--- config.mk ---
export PLATFORM = sky130hd
export DESIGN_NAME = warp_scheduler_flat
export DESIGN_NICKNAME = d
export VERILOG_FILES = /design/src/rtl/gpu_pkg.sv /design/src/rtl/warp_scheduler_if.sv /design/src/rtl/warp_scheduler_pc_reduce.sv /design/src/rtl/warp_scheduler.sv /design/src/flat_wrapper.sv
export SDC_FILE = /design/constraint.sdc
export NUM_CORES = 1
export LEC_CHECK = 0
export BUFFER_PORTS_ARGS = -buffer_cell sky130_fd_sc_hd__clkbuf_2
export CAP_MARGIN = 20
export CORE_UTILIZATION = 60
export DETAILED_ROUTE_END_ITERATION = 12
export GPL_ROUTABILITY_DRIVEN = 0
export PLACE_DENSITY = 0.79
export SLEW_MARGIN = 0
export SYNTH_ARGS = -nofsm -noshare
export SYNTH_HDL_FRONTEND = slang
export SYNTH_SLANG_ARGS = --single-unit
--- constraint.sdc ---
create_clock -name clk -period 10.65 [get_ports clk]
set_clock_uncertainty 0.2 [all_clocks]
set_input_delay 0.5325 -clock clk [delete_from_list [all_inputs] [get_ports clk]]
set_output_delay 0.5325 -clock clk [all_outputs]
set_load 0.02 [all_outputs]
--- src/rtl/gpu_pkg.sv ---
// Shared definitions for the warp scheduler: FSM state encoding, default
// program-counter width and a small wrap-around index helper.
package gpu_pkg;

  localparam int GPU_PC_WIDTH = 8;

  typedef enum logic [2:0] {
    ST_IDLE   = 3'd0,
    ST_SELECT = 3'd1,
    ST_FETCH  = 3'd2,
    ST_ISSUE  = 3'd3,
    ST_WAIT   = 3'd4,
    ST_DONE   = 3'd5
  } sched_state_e;

  // (base + off) modulo n, used for round-robin warp indexing.
  function automatic int wrap_idx(input int base, input int off, input int n);
    return (base + off) % n;
  endfunction

endpackage : gpu_pkg

--- src/rtl/warp_scheduler_if.sv ---
// Bundle of launch, fetch, issue and retire signals between the warp
// scheduler (slave side) and its environment (master side).
interface warp_scheduler_if #(
  parameter int NUM_WARPS = 4,
  parameter int WARP_SIZE = 4,
  parameter int PC_WIDTH  = gpu_pkg::GPU_PC_WIDTH
);
  localparam int WW = (NUM_WARPS > 1) ? $clog2(NUM_WARPS) : 1;

  logic                          start;
  logic [7:0]                    thread_count;
  logic                          done;
  logic                          fetch_req;
  logic [PC_WIDTH-1:0]           fetch_pc;
  logic                          fetch_ready;
  logic                          issue_valid;
  logic [WW-1:0]                 issue_warp;
  logic [WARP_SIZE-1:0]          issue_mask;
  logic                          exec_done;
  logic                          exec_ret;
  logic [WARP_SIZE*PC_WIDTH-1:0] next_pc;

  modport master (
    output start, thread_count, fetch_ready, exec_done, exec_ret, next_pc,
    input  done, fetch_req, fetch_pc, issue_valid, issue_warp, issue_mask
  );

  modport slave (
    input  start, thread_count, fetch_ready, exec_done, exec_ret, next_pc,
    output done, fetch_req, fetch_pc, issue_valid, issue_warp, issue_mask
  );

endinterface : warp_scheduler_if

--- src/rtl/warp_scheduler_pc_reduce.sv ---
// Per-warp reconvergence helper: finds the lowest PC among live threads and
// the set of live threads sitting at that PC.
module warp_pc_reduce #(
  parameter int WARP_SIZE = 4,
  parameter int PC_WIDTH  = gpu_pkg::GPU_PC_WIDTH
) (
  input  logic [WARP_SIZE*PC_WIDTH-1:0] i_pcs,
  input  logic [WARP_SIZE-1:0]          i_done,
  output logic [PC_WIDTH-1:0]           o_min_pc,
  output logic [WARP_SIZE-1:0]          o_mask,
  output logic                          o_any_active
);

  logic [PC_WIDTH-1:0]  w_min;
  logic [WARP_SIZE-1:0] w_mask;
  logic                 w_any;

  // Minimum PC over live lanes, then mask of live lanes at that minimum.
  always_comb begin
    w_min  = {PC_WIDTH{1'b0}};
    w_any  = 1'b0;
    w_mask = {WARP_SIZE{1'b0}};
    for (int i = 0; i < WARP_SIZE; i++) begin
      if (!i_done[i] && (!w_any || (i_pcs[i*PC_WIDTH +: PC_WIDTH] < w_min))) begin
        w_min = i_pcs[i*PC_WIDTH +: PC_WIDTH];
        w_any = 1'b1;
      end else begin
        w_any = w_any;
      end
    end
    for (int i = 0; i < WARP_SIZE; i++) begin
      if (!i_done[i] && (i_pcs[i*PC_WIDTH +: PC_WIDTH] == w_min)) begin
        w_mask[i] = 1'b1;
      end else begin
        w_mask[i] = 1'b0;
      end
    end
  end

  assign o_min_pc     = w_min;
  assign o_mask       = w_mask;
  assign o_any_active = w_any;

endmodule : warp_pc_reduce

--- src/rtl/warp_scheduler.sv ---
// Round-robin SIMT warp scheduler. Keeps a PC and a retired flag per thread,
// picks the next warp with live threads, fetches at the warp's lowest live
// PC, issues the lanes at that PC and applies the retire results.
module warp_scheduler
  import gpu_pkg::*;
#(
  parameter int NUM_WARPS = 4,
  parameter int WARP_SIZE = 4,
  parameter int PC_WIDTH  = GPU_PC_WIDTH
) (
  input  logic            clk,
  input  logic            reset,
  warp_scheduler_if.slave bus
);

  localparam int WW = (NUM_WARPS > 1) ? $clog2(NUM_WARPS) : 1;

  sched_state_e                  r_state;
  sched_state_e                  w_state_nxt;

  logic [WARP_SIZE*PC_WIDTH-1:0] r_pc    [NUM_WARPS];
  logic [WARP_SIZE-1:0]          r_tdone [NUM_WARPS];
  logic [WW-1:0]                 r_ptr;

  logic                          r_done,        w_done_nxt;
  logic                          r_fetch_req,   w_fetch_req_nxt;
  logic                          r_issue_valid, w_issue_valid_nxt;
  logic [PC_WIDTH-1:0]           r_fetch_pc,    w_fetch_pc_nxt;
  logic [WW-1:0]                 r_issue_warp,  w_issue_warp_nxt;
  logic [WARP_SIZE-1:0]          r_issue_mask,  w_issue_mask_nxt;

  logic                          w_found;
  logic [WW-1:0]                 w_sel;
  logic [PC_WIDTH-1:0]           w_red_min;
  logic [WARP_SIZE-1:0]          w_red_mask;
  logic                          w_red_any;

  // Round-robin search: first warp at or after the pointer with a live thread.
  always_comb begin
    w_found = 1'b0;
    w_sel   = r_ptr;
    for (int k = 0; k < NUM_WARPS; k++) begin
      if (!w_found &&
          (r_tdone[WW'(wrap_idx(int'(r_ptr), k, NUM_WARPS))] != {WARP_SIZE{1'b1}})) begin
        w_found = 1'b1;
        w_sel   = WW'(wrap_idx(int'(r_ptr), k, NUM_WARPS));
      end else begin
        w_found = w_found;
      end
    end
  end

  warp_pc_reduce #(
    .WARP_SIZE (WARP_SIZE),
    .PC_WIDTH  (PC_WIDTH)
  ) u_reduce (
    .i_pcs        (r_pc[w_sel]),
    .i_done       (r_tdone[w_sel]),
    .o_min_pc     (w_red_min),
    .o_mask       (w_red_mask),
    .o_any_active (w_red_any)
  );

  // Next-state and next-output decode; outputs are registered with the state.
  always_comb begin
    w_state_nxt       = r_state;
    w_done_nxt        = 1'b0;
    w_fetch_req_nxt   = 1'b0;
    w_issue_valid_nxt = 1'b0;
    w_issue_mask_nxt  = {WARP_SIZE{1'b0}};
    w_fetch_pc_nxt    = r_fetch_pc;
    w_issue_warp_nxt  = r_issue_warp;
    case (r_state)
      ST_IDLE: begin
        if (bus.start) begin
          w_state_nxt = ST_SELECT;
        end else begin
          w_state_nxt = ST_IDLE;
        end
      end
      ST_SELECT: begin
        if (w_red_any) begin
          w_state_nxt      = ST_FETCH;
          w_fetch_req_nxt  = 1'b1;
          w_fetch_pc_nxt   = w_red_min;
          w_issue_mask_nxt = w_red_mask;
          w_issue_warp_nxt = w_sel;
        end else begin
          w_state_nxt = ST_DONE;
          w_done_nxt  = 1'b1;
        end
      end
      ST_FETCH: begin
        w_issue_mask_nxt = r_issue_mask;
        if (bus.fetch_ready) begin
          w_state_nxt       = ST_ISSUE;
          w_issue_valid_nxt = 1'b1;
        end else begin
          w_fetch_req_nxt = 1'b1;
        end
      end
      ST_ISSUE: begin
        w_state_nxt      = ST_WAIT;
        w_issue_mask_nxt = r_issue_mask;
      end
      ST_WAIT: begin
        if (bus.exec_done) begin
          w_state_nxt = ST_SELECT;
        end else begin
          w_issue_mask_nxt = r_issue_mask;
        end
      end
      ST_DONE: begin
        if (!bus.start) begin
          w_state_nxt = ST_IDLE;
        end else begin
          w_done_nxt = 1'b1;
        end
      end
      default: begin
        w_state_nxt = ST_IDLE;
      end
    endcase
  end

  // State register and registered outputs.
  always_ff @(posedge clk or negedge reset) begin
    if (!reset) begin
      r_state       <= ST_IDLE;
      r_done        <= 1'b0;
      r_fetch_req   <= 1'b0;
      r_issue_valid <= 1'b0;
      r_fetch_pc    <= {PC_WIDTH{1'b0}};
      r_issue_warp  <= {WW{1'b0}};
      r_issue_mask  <= {WARP_SIZE{1'b0}};
    end else begin
      r_state       <= w_state_nxt;
      r_done        <= w_done_nxt;
      r_fetch_req   <= w_fetch_req_nxt;
      r_issue_valid <= w_issue_valid_nxt;
      r_fetch_pc    <= w_fetch_pc_nxt;
      r_issue_warp  <= w_issue_warp_nxt;
      r_issue_mask  <= w_issue_mask_nxt;
    end
  end

  // Thread context: launch initialisation and retire write-back.
  always_ff @(posedge clk or negedge reset) begin
    if (!reset) begin
      r_ptr <= {WW{1'b0}};
      for (int w = 0; w < NUM_WARPS; w++) begin
        r_pc[w]    <= {(WARP_SIZE*PC_WIDTH){1'b0}};
        r_tdone[w] <= {WARP_SIZE{1'b1}};
      end
    end else if ((r_state == ST_IDLE) && bus.start) begin
      r_ptr <= {WW{1'b0}};
      for (int w = 0; w < NUM_WARPS; w++) begin
        r_pc[w] <= {(WARP_SIZE*PC_WIDTH){1'b0}};
        for (int i = 0; i < WARP_SIZE; i++) begin
          r_tdone[w][i] <= ((w * WARP_SIZE + i) >= int'(bus.thread_count));
        end
      end
    end else if ((r_state == ST_WAIT) && bus.exec_done) begin
      r_ptr <= WW'(wrap_idx(int'(r_issue_warp), 1, NUM_WARPS));
      for (int w = 0; w < NUM_WARPS; w++) begin
        if (WW'(w) == r_issue_warp) begin
          for (int i = 0; i < WARP_SIZE; i++) begin
            if (r_issue_mask[i]) begin
              if (bus.exec_ret) begin
                r_tdone[w][i] <= 1'b1;
              end else begin
                r_pc[w][i*PC_WIDTH +: PC_WIDTH] <= bus.next_pc[i*PC_WIDTH +: PC_WIDTH];
              end
            end
          end
        end
      end
    end
  end

  assign bus.done        = r_done;
  assign bus.fetch_req   = r_fetch_req;
  assign bus.fetch_pc    = r_fetch_pc;
  assign bus.issue_valid = r_issue_valid;
  assign bus.issue_warp  = r_issue_warp;
  assign bus.issue_mask  = r_issue_mask;

endmodule : warp_scheduler

--- src/flat_wrapper.sv ---
// flat-port wrapper written by rule: the top's interface ports become plain ports
module warp_scheduler_flat import gpu_pkg::*;
#(
  parameter int NUM_WARPS = 4,
  parameter int WARP_SIZE = 4,
  parameter int PC_WIDTH  = GPU_PC_WIDTH
)
  (clk, reset, bus_start, bus_thread_count, bus_fetch_ready, bus_exec_done, bus_exec_ret, bus_next_pc, bus_done, bus_fetch_req, bus_fetch_pc, bus_issue_valid, bus_issue_warp, bus_issue_mask);
  warp_scheduler_if #(.NUM_WARPS(NUM_WARPS), .WARP_SIZE(WARP_SIZE), .PC_WIDTH(PC_WIDTH)) bus_i ();
  input  logic clk;
  input  logic reset;
  input wire logic [$bits(bus_i.start)-1:0] bus_start;
  input wire logic [$bits(bus_i.thread_count)-1:0] bus_thread_count;
  input wire logic [$bits(bus_i.fetch_ready)-1:0] bus_fetch_ready;
  input wire logic [$bits(bus_i.exec_done)-1:0] bus_exec_done;
  input wire logic [$bits(bus_i.exec_ret)-1:0] bus_exec_ret;
  input wire logic [$bits(bus_i.next_pc)-1:0] bus_next_pc;
  output wire logic [$bits(bus_i.done)-1:0] bus_done;
  output wire logic [$bits(bus_i.fetch_req)-1:0] bus_fetch_req;
  output wire logic [$bits(bus_i.fetch_pc)-1:0] bus_fetch_pc;
  output wire logic [$bits(bus_i.issue_valid)-1:0] bus_issue_valid;
  output wire logic [$bits(bus_i.issue_warp)-1:0] bus_issue_warp;
  output wire logic [$bits(bus_i.issue_mask)-1:0] bus_issue_mask;
  assign bus_i.start = bus_start;
  assign bus_i.thread_count = bus_thread_count;
  assign bus_i.fetch_ready = bus_fetch_ready;
  assign bus_i.exec_done = bus_exec_done;
  assign bus_i.exec_ret = bus_exec_ret;
  assign bus_i.next_pc = bus_next_pc;
  assign bus_done = bus_i.done;
  assign bus_fetch_req = bus_i.fetch_req;
  assign bus_fetch_pc = bus_i.fetch_pc;
  assign bus_issue_valid = bus_i.issue_valid;
  assign bus_issue_warp = bus_i.issue_warp;
  assign bus_issue_mask = bus_i.issue_mask;
  warp_scheduler #(.NUM_WARPS(NUM_WARPS), .WARP_SIZE(WARP_SIZE), .PC_WIDTH(PC_WIDTH)) u_core (.clk(clk), .reset(reset), .bus(bus_i));
endmodule
==> results of run 1 <==
[worst reg2reg max path: cells and delay by family (launching register included)]
kind / cells / cell delay [ns]
AOI/OAI and AO/OA: 20 / 4.07
adders and majority gates: 3 / 1.01
buffers and inverters: 3 / 0.78
DFF: 1 / 0.57
muxes: 2 / 0.84
and+or+nand+nor: 11 / 2.30
[cells in the final DEF (no fill, tap or decap), drive strengths merged, types with 7 or more instances in the layout]
master	instances
dfrtp	150
mux2	11
ha	25
o22ai	12
nor2b	7
nor3	12
inv	33
o21ai	176
buf	26
xnor2	23
nand4	9
o22a	7
mux2i	37
a21o	9
nand2	301
nand2b	9
nand3	30
dfstp	16
nor2	77
a21oi	65
clkbuf	82
[cell families after synthesis]
logic type               Yosys count  share of synthesized area (%)
flip-flops                       166                           42.6
XOR/XNOR                          28                           2.51
buffers and inverters             91                           4.03
adder cells (fa/ha/maj)           25                           3.20
AND/OR/NAND/NOR                  478                           21.1
multiplexers                      48                           5.16
AO/OA/AOI/OAI                    339                           21.3
[routing by layer]
layer / global-route usage (%) / routed length, um
met1: 44.9 / 11300
met2: 49.3 / 11700
met3: 6.68 / 2040
met4: 15.3 / 938
met5: 0 / 0
[final timing paths]
path                                            end                    from  slack, ns  cells after the start
max in group asynchronous           u_core.r_pc[87]                   reset       8.27                      3
min reg2reg                  u_core.bus.fetch_pc[0]  u_core.bus.fetch_pc[0]       0.28                      2
max reg2reg                u_core.bus.issue_mask[1]       u_core.r_tdone[0]       0.78                     39
max                        u_core.bus.issue_mask[1]       u_core.r_tdone[0]       0.78                     39
min in group asynchronous  u_core.bus.issue_warp[0]                   reset       0.53                      2
min                          u_core.bus.issue_valid         bus_fetch_ready       0.17                      2
[registers in the layout, indices dropped and copies added (netlist names)]
signal,count
u_core.bus.fetch_pc,8
u_core.r_state,3
u_core.bus.issue_valid,1
u_core.bus.done,1
u_core.bus.fetch_req,1
u_core.r_pc,128
u_core.bus.issue_mask,4
u_core.bus.issue_warp,2
u_core.r_ptr,2
u_core.r_tdone,16
[cell type report]
type,instances,area share (%)
flip-flops and latches,166,38.5
inverters,29,1.00
well taps,216,2.49
clock inverters,11,0.819
multi-input cells,918,48.2
repair buffers,88,4.74
clock buffers,21,4.25
[timing repair]
action / 4_1_cts / 5_1_grt
hold endpoints to repair: 8 / 0
buffers inserted: 0 / 0
hold buffers: 1 / 0
resized for setup: 0 / 3
setup endpoints to repair: 0 / 3
[through the flow]
stage / cells / setup slack, ns / cell area, um2
CTS: 1436 / 0.660 / 10700
finish: 1449 / 0.783 / 10800
detailed placement: 1403 / 0.742 / 10200
global route: 1449 / 0.0478 / 10800
global placement: 1402 / 0.914 / 10200
floorplan: 1175 / 2.23 / 9790
==> results.cfg, run 1 <==
[run_status]
outcome = finished clean

[job]
max_cap_violations = 0

[sta]
rsz0062_at_grt = no
tns_ns = 0
finalHoldViolCount = 0
worst_pin_slew_ns = 1.07
period_minus_slack_ns = 9.87
finalMaxSlewViolations = 0
max_freq_mhz = 101
hold_ws_ns = 0.174
slew-limit-headroom_pct = 28.4
fin_crit_sh_pct = 92.7
setup_violations = 0

[floorplanning]
row_count = 46
die_y_um = 130
dieWidth_um = 130
ios = 63
initial_core_util_pct = 61.6
core_um2 = 15900
dieArea_um2 = 16800

[setup_path]
crit_top_cell = a21oi_1
arrival_ns = 10.03
slowest_stage = or3_2
critPathTopFamily = compound AO/OA/AOI/OAI gates
cp-start-kind = flop
crit_required_ns = 10.82
crit_fanout = 30
critical-path-max-stage-delay_ns = 0.71
critPathBufInv = 3
cp-end-kind = flop
critPathKind = reg2reg

[routing]
dr_total_vias = 8852
drc = 0
routedWlPerCell_um = 17.9
viasPerCell = 6.11
finalWirelength_mm = 26.0
drt_iter0_drc = 795
dr.pass1.iters = 6
ant_nets = 0

[logic_synthesis]
synthArstFlopShare_pct = 100
synth-seq-area-share_pct = 42.6
yosysUniqueCellTypes = 83
synth_edf_count = 0
synth_top_cells_by_count = nand2_1, o21ai_0, dfrtp_1
synth_top_area_share_pct = 38.4
syn_nets = 1246
synth-seq-cells = 166
synth.most_common_cell = nand2_1
synth_warnings = 0
synthTopCellsByArea = dfrtp_1, nand2_1, o21ai_0, dfstp_2, mux2i_1
syn_inst = 1175
synth.cell_area_um2 = 9790
avgSynthCellArea_um2 = 8.33
synth_area_leader_cell = dfrtp_1
synth_ff_type = dfrtp_1

[placed_design]
dp_hpwl_mm = 17.9
port_buffers = 62

[finish]
fin_nets = 1291
final-seq-area_um2 = 4170
postLayoutCoreUtil_pct = 68.3
n_antenna_cell = 0
multi_input_area_um2 = 5230
drive_above_1_share_pct = 14.3
syn_to_final_growth_pct = 10.8
nFillCells = 1316

[clock_tree]
root_buffer = clkbuf_16
cts_tree = yes
clk_pin_slew_ns = 0.07
clk_path_buf_depth = 2
clock_sinks = 166
clkLatencyLatePin_ns = 0.43
cts_max_level = 4
cts-buffers-inserted = 17

[global_route]
grt_usage_pct = 32.5
grt_pass1_wl_mm = 41.9
grt_pass1_vias = 8175
grt_antenna_before_repair = 0
grt_start_max_net_pins = 92
grt-ovfl-total = 0

[min_path]
hold_class = in2reg
Power of run 1 is left out: the tool's default activity adds up to more than one toggle a clock period on the data nets, which glitch-free logic cannot reach.
==> run 2, diff against run 1 <==
Settings changed: CORE_UTILIZATION 60 to 50, PLACE_DENSITY 0.79 to 0.68.
==> run 2 against run 1 <==
  * The run now ends with hold timing left
  * Cell area is 0.53% higher
  * Critical endpoint unchanged
  * Critical path depth fell by 3
  * Critical path type unchanged
  * Wire length rose by 3.9%
==> results.cfg, run 2 (synthesis gave the netlist of run 1 again) <==
[clock_tree]
cts_max_level = 4
clock_sinks = 166
clk_pin_slew_ns = 0.06
cts_resized = 0
postCtsHoldBufs = 0
postCtsSetupBuffers = 0
cts-buffers-inserted = 17
clkLatencyLatePin_ns = 0.44
cts_tree = yes
root_buffer = clkbuf_16
clk_path_buf_depth = 2

[setup_path]
crit_top_cell = a21oi_1
critPathKind = reg2reg
r2r_slack_ns = 0.71
arrival_ns = 10.11
crit_fanout = 27
cp-end-kind = flop
slowest_stage = a21oi_1
cp-start-kind = flop
critical-path-max-stage-delay_ns = 0.64
crit_required_ns = 10.82

[placed_design]
port_buffers = 62
dp_hpwl_mm = 18.7
place_area_um2 = 10300

[floorplanning]
die_y_um = 142
ios = 63
core_um2 = 19000
dieWidth_um = 142
row_count = 50
dieArea_um2 = 20100
initial_core_util_pct = 51.6

[routing]
viasPerCell = 5.83
drt_iter0_drc = 771
ant_nets = 0
dr.pass1.iters = 6
drc = 0
dr_total_vias = 8714
finalWirelength_mm = 27.0
routedWlPerCell_um = 18.1

[sta]
max_freq_mhz = 101
tns_ns = 0
fin_crit_sh_pct = 93.3
rsz0062_at_grt = no
worst_pin_slew_ns = 1.05
finalMaxSlewViolations = 0
setup_violations = 0
period_minus_slack_ns = 9.94
slew-limit-headroom_pct = 29.0
finalHoldViolCount = 3
hold_ws_ns = -0.0130

[finish]
n_antenna_cell = 0
syn_to_final_growth_pct = 11.4
finalInstanceArea_um2 = 10900
regMostFlops = u_core.r_pc
drive_above_1_share_pct = 14.3
mostFrequentLayoutCells = nand2_1, o21ai_0, dfrtp_1
final_common_cell = nand2_1
largest_reg_flops = 128
fin_nets = 1293

[global_route]
grt_usage_pct = 27.9
grt_antenna_before_repair = 0
busiest_layer = met2
met3_usage_pct = 5.30
grt_pass1_wl_mm = 43.4
grt_start_max_net_pins = 94
grt_pass1_vias = 8095
grt-ovfl-total = 0
use_met1_pct = 40.1
met2_usage_pct = 41.9

[run_status]
outcome = finished, violations left
violations = hold timing

[job]
max_cap_violations = 0

[min_path]
hold_class = in2async
-- run 2: worst paths after layout --
check	from	end	cells after the start
setup / recovery	u_core.r_tdone[4]	u_core.bus.issue_mask[1]	36
setup reg to reg	u_core.r_tdone[4]	u_core.bus.issue_mask[1]	36
hold reg to reg	u_core.bus.fetch_pc[6]	u_core.bus.fetch_pc[6]	2
hold / removal	reset	u_core.bus.issue_warp[1]	1
min in group clk	bus_fetch_ready	u_core.bus.fetch_req	3
max in group asynchronous	reset	u_core.r_pc[54]	2
-- run 2: area by class of cell --
type | count | area, um2
flip-flops and latches | 166 | 4170
clock inverters | 11 | 100
clock buffers | 21 | 440
inverters | 29 | 109
well taps | 260 | 325
multi-input cells | 918 | 5230
repair buffers | 90 | 527
fillers | 1763 | 8060
-- run 2: per-stage QoR --
step / cells / utilization [%] / setup slack (ns)
after floorplan: 1175 / - / 2.23
after global placement: 1449 / 54.1 / 1.10
after detailed placement: 1451 / 54.2 / 0.964
after CTS: 1483 / 57.0 / 0.892
after global routing: 1495 / 57.5 / 0.0409
final: 1495 / 57.5 / 0.709
-- run 2: per-layer routing --
metal  up-vias  share of wire (%)
met5         -                  0
met1      4115                 47
li1       4195                  -
met3        67                7.2
met2       337                 43
met4         0                2.8
-- run 2: critical path: cells and delay by family (launching register included) --
family                   cells  cell delay (ns)
AND/OR/NAND/NOR             10             2.18
flip-flops                   1             0.61
buffers and inverters        2             0.66
adder cells (fa/ha/maj)      3             0.86
multiplexers                 3             1.04
AO/OA/AOI/OAI               18             4.34
Power of run 2 is left out for the same reason.
==> run 3, diff against run 2 <==
--- a/config.mk
+++ b/config.mk
@@ -6,10 +6,9 @@
 export NUM_CORES = 1
 export LEC_CHECK = 0
-export BUFFER_PORTS_ARGS = -buffer_cell sky130_fd_sc_hd__clkbuf_2
 export CAP_MARGIN = 20
 export CORE_UTILIZATION = 50
 export DETAILED_ROUTE_END_ITERATION = 12
+export DONT_BUFFER_PORTS = 1
 export GPL_ROUTABILITY_DRIVEN = 0
-export PLACE_DENSITY = 0.68
 export SLEW_MARGIN = 0
 export SYNTH_ARGS = -nofsm -noshare
--- a/constraint.sdc
+++ b/constraint.sdc
@@ -3,3 +3,3 @@
 set_input_delay 0.5325 -clock clk [delete_from_list [all_inputs] [get_ports clk]]
 set_output_delay 0.5325 -clock clk [all_outputs]
-set_load 0.02 [all_outputs]
+set_load 0.005 [all_outputs]
==> run 3 against run 2 <==
  * Hold slack better by 0.083 ns
  * Count of clock-buffer cells in the layout fell by 3
  * Register-to-register slack improved by 0.05 ns
  * The run now ends clean
  * First-iteration DRC count fell by 4.5%
  * Die area unchanged
  * Largest cell class unchanged
  * Fmax rose by 0.47%
  * Core utilization decreased by 1.2 points
  * Highest routed layer unchanged
==> results.cfg, run 3 (synthesis gave the netlist of run 1 again) <==
[sta]
finalHoldViolCount = 0
fin_crit_sh_pct = 92.9
slew-limit-headroom_pct = 29.3
period_minus_slack_ns = 9.89
finalMaxSlewViolations = 0
setup_violations = 0
max_freq_mhz = 101
rsz0062_at_grt = no
hold_ws_ns = 0.0700
worst_pin_slew_ns = 1.05
tns_ns = 0

[global_route]
grt_pass1_vias = 7745
grt_antenna_before_repair = 0
busiest_layer = met2
met2_usage_pct = 42.2
grt-ovfl-total = 0
use_met1_pct = 40.9
met3_usage_pct = 6.92
grt_pass1_wl_mm = 43.6
grt_usage_pct = 28.6
grt_start_max_net_pins = 167

[routing]
routedWlPerCell_um = 19.0
dr_total_vias = 8348
viasPerCell = 5.83
drt_iter0_drc = 736
drc = 0
ant_nets = 0
finalWirelength_mm = 27.3
dr.pass1.iters = 5

[placed_design]
port_buffers = 0
dp_hpwl_mm = 19.2

[floorplanning]
dieArea_um2 = 20100
die_y_um = 142
dieWidth_um = 142
row_count = 50
core_um2 = 19000
initial_core_util_pct = 51.6
ios = 63

[clock_tree]
clk_path_buf_depth = 2
cts_resized = 0
clkLatencyLatePin_ns = 0.44
clk_pin_slew_ns = 0.07
cts_tree = yes
cts-buffers-inserted = 17
cts_max_level = 4
clock_sinks = 166
root_buffer = clkbuf_16

[finish]
nFillCells = 1799
regMostFlops = u_core.r_pc
postLayoutCoreUtil_pct = 56.3
largest_reg_flops = 128
fin_nets = 1231
n_antenna_cell = 0
syn_to_final_growth_pct = 9.04
drive_above_1_share_pct = 10.1
final_common_cell = nand2_1
mostFrequentLayoutCells = nand2_1, o21ai_0, dfrtp_1

[min_path]
hold_class = in2reg

[job]
max_cap_violations = 0

[setup_path]
crit_required_ns = 10.82
critPathKind = reg2reg
crit_top_cell = a21oi_1
cp-end-kind = flop
slowest_stage = o21ai_0
critical-path-max-stage-delay_ns = 0.88
arrival_ns = 10.06
cp-start-kind = flop
crit_fanout = 53

[run_status]
outcome = finished clean
==> run 3: cell count changes in the layout (fill, tap and decap cells not counted), moves of 2 or more <==
| cell | change |
|---|---|
| buf_4 | -2 |
| clkbuf_2 | -61 |
| clkbuf_1 | -4 |
| inv_8 | +3 |
| clkinvlp_4 | -2 |
| inv_6 | +2 |
==> run 3: repair_timing <==
action                                 in CTS  in global routing
buffers inserted                            0                  0
hold buffers                                2                  0
endpoints found under the hold margin     166                  0
==> run 3: metrics by stage <==
stage               worst slack (ns)  cells  area, um2
floorplan                       2.23   1175       9790
global placement                1.15   1389       9950
detailed placement             0.943   1393       9980
CTS                            0.885   1427      10600
global route                  0.0759   1433      10700
finish                         0.755   1433      10700
==> run 3: cell type report <==
cell class                      count  area, um2  share of cell area [%]
Multi-Input combinational cell    918       5230                    49.0
Clock buffer                       18        439                    4.12
Sequential cell                   166       4170                    39.1
Timing Repair Buffer               28        233                    2.18
Tap cell                          260        325                    3.05
Inverter                           29        109                    1.02
Clock inverter                     14        161                    1.51
==> run 3: worst paths after layout <==
check,start,to,slack (ns),depth (start not counted)
min in group asynchronous,reset,u_core.r_ptr[1],0.58,2
max in group asynchronous,reset,u_core.r_pc[65],9.03,2
max reg2reg,u_core.r_tdone[12],u_core.bus.issue_mask[2],0.76,36
max,u_core.r_tdone[12],u_core.bus.issue_mask[2],0.76,36
min,bus_thread_count[1],u_core.r_tdone[12],0.07,2
min reg2reg,u_core.r_pc[5],u_core.r_pc[5],0.28,2
==> run 3: worst max-delay path, delay by kind of cell, from the launching register on <==
family / cells / cell delay [ns]
flops: 1 / 0.58
simple gates: 11 / 2.59
compound gates: 18 / 4.40
fa+ha+maj: 3 / 0.97
mux: 1 / 0.43
buf+inv: 3 / 0.63
==> run 3: routing by layer <==
metal | part of all wire (%) | vias to the layer above | wire, um
met5 | 0 | - | 0
met2 | 44 | 306 | 11900
li1 | - | 4074 | -
met1 | 47 | 3926 | 12800
met4 | 2.3 | 0 | 627
met3 | 7.2 | 42 | 1950
Power of run 3 is left out for the same reason.
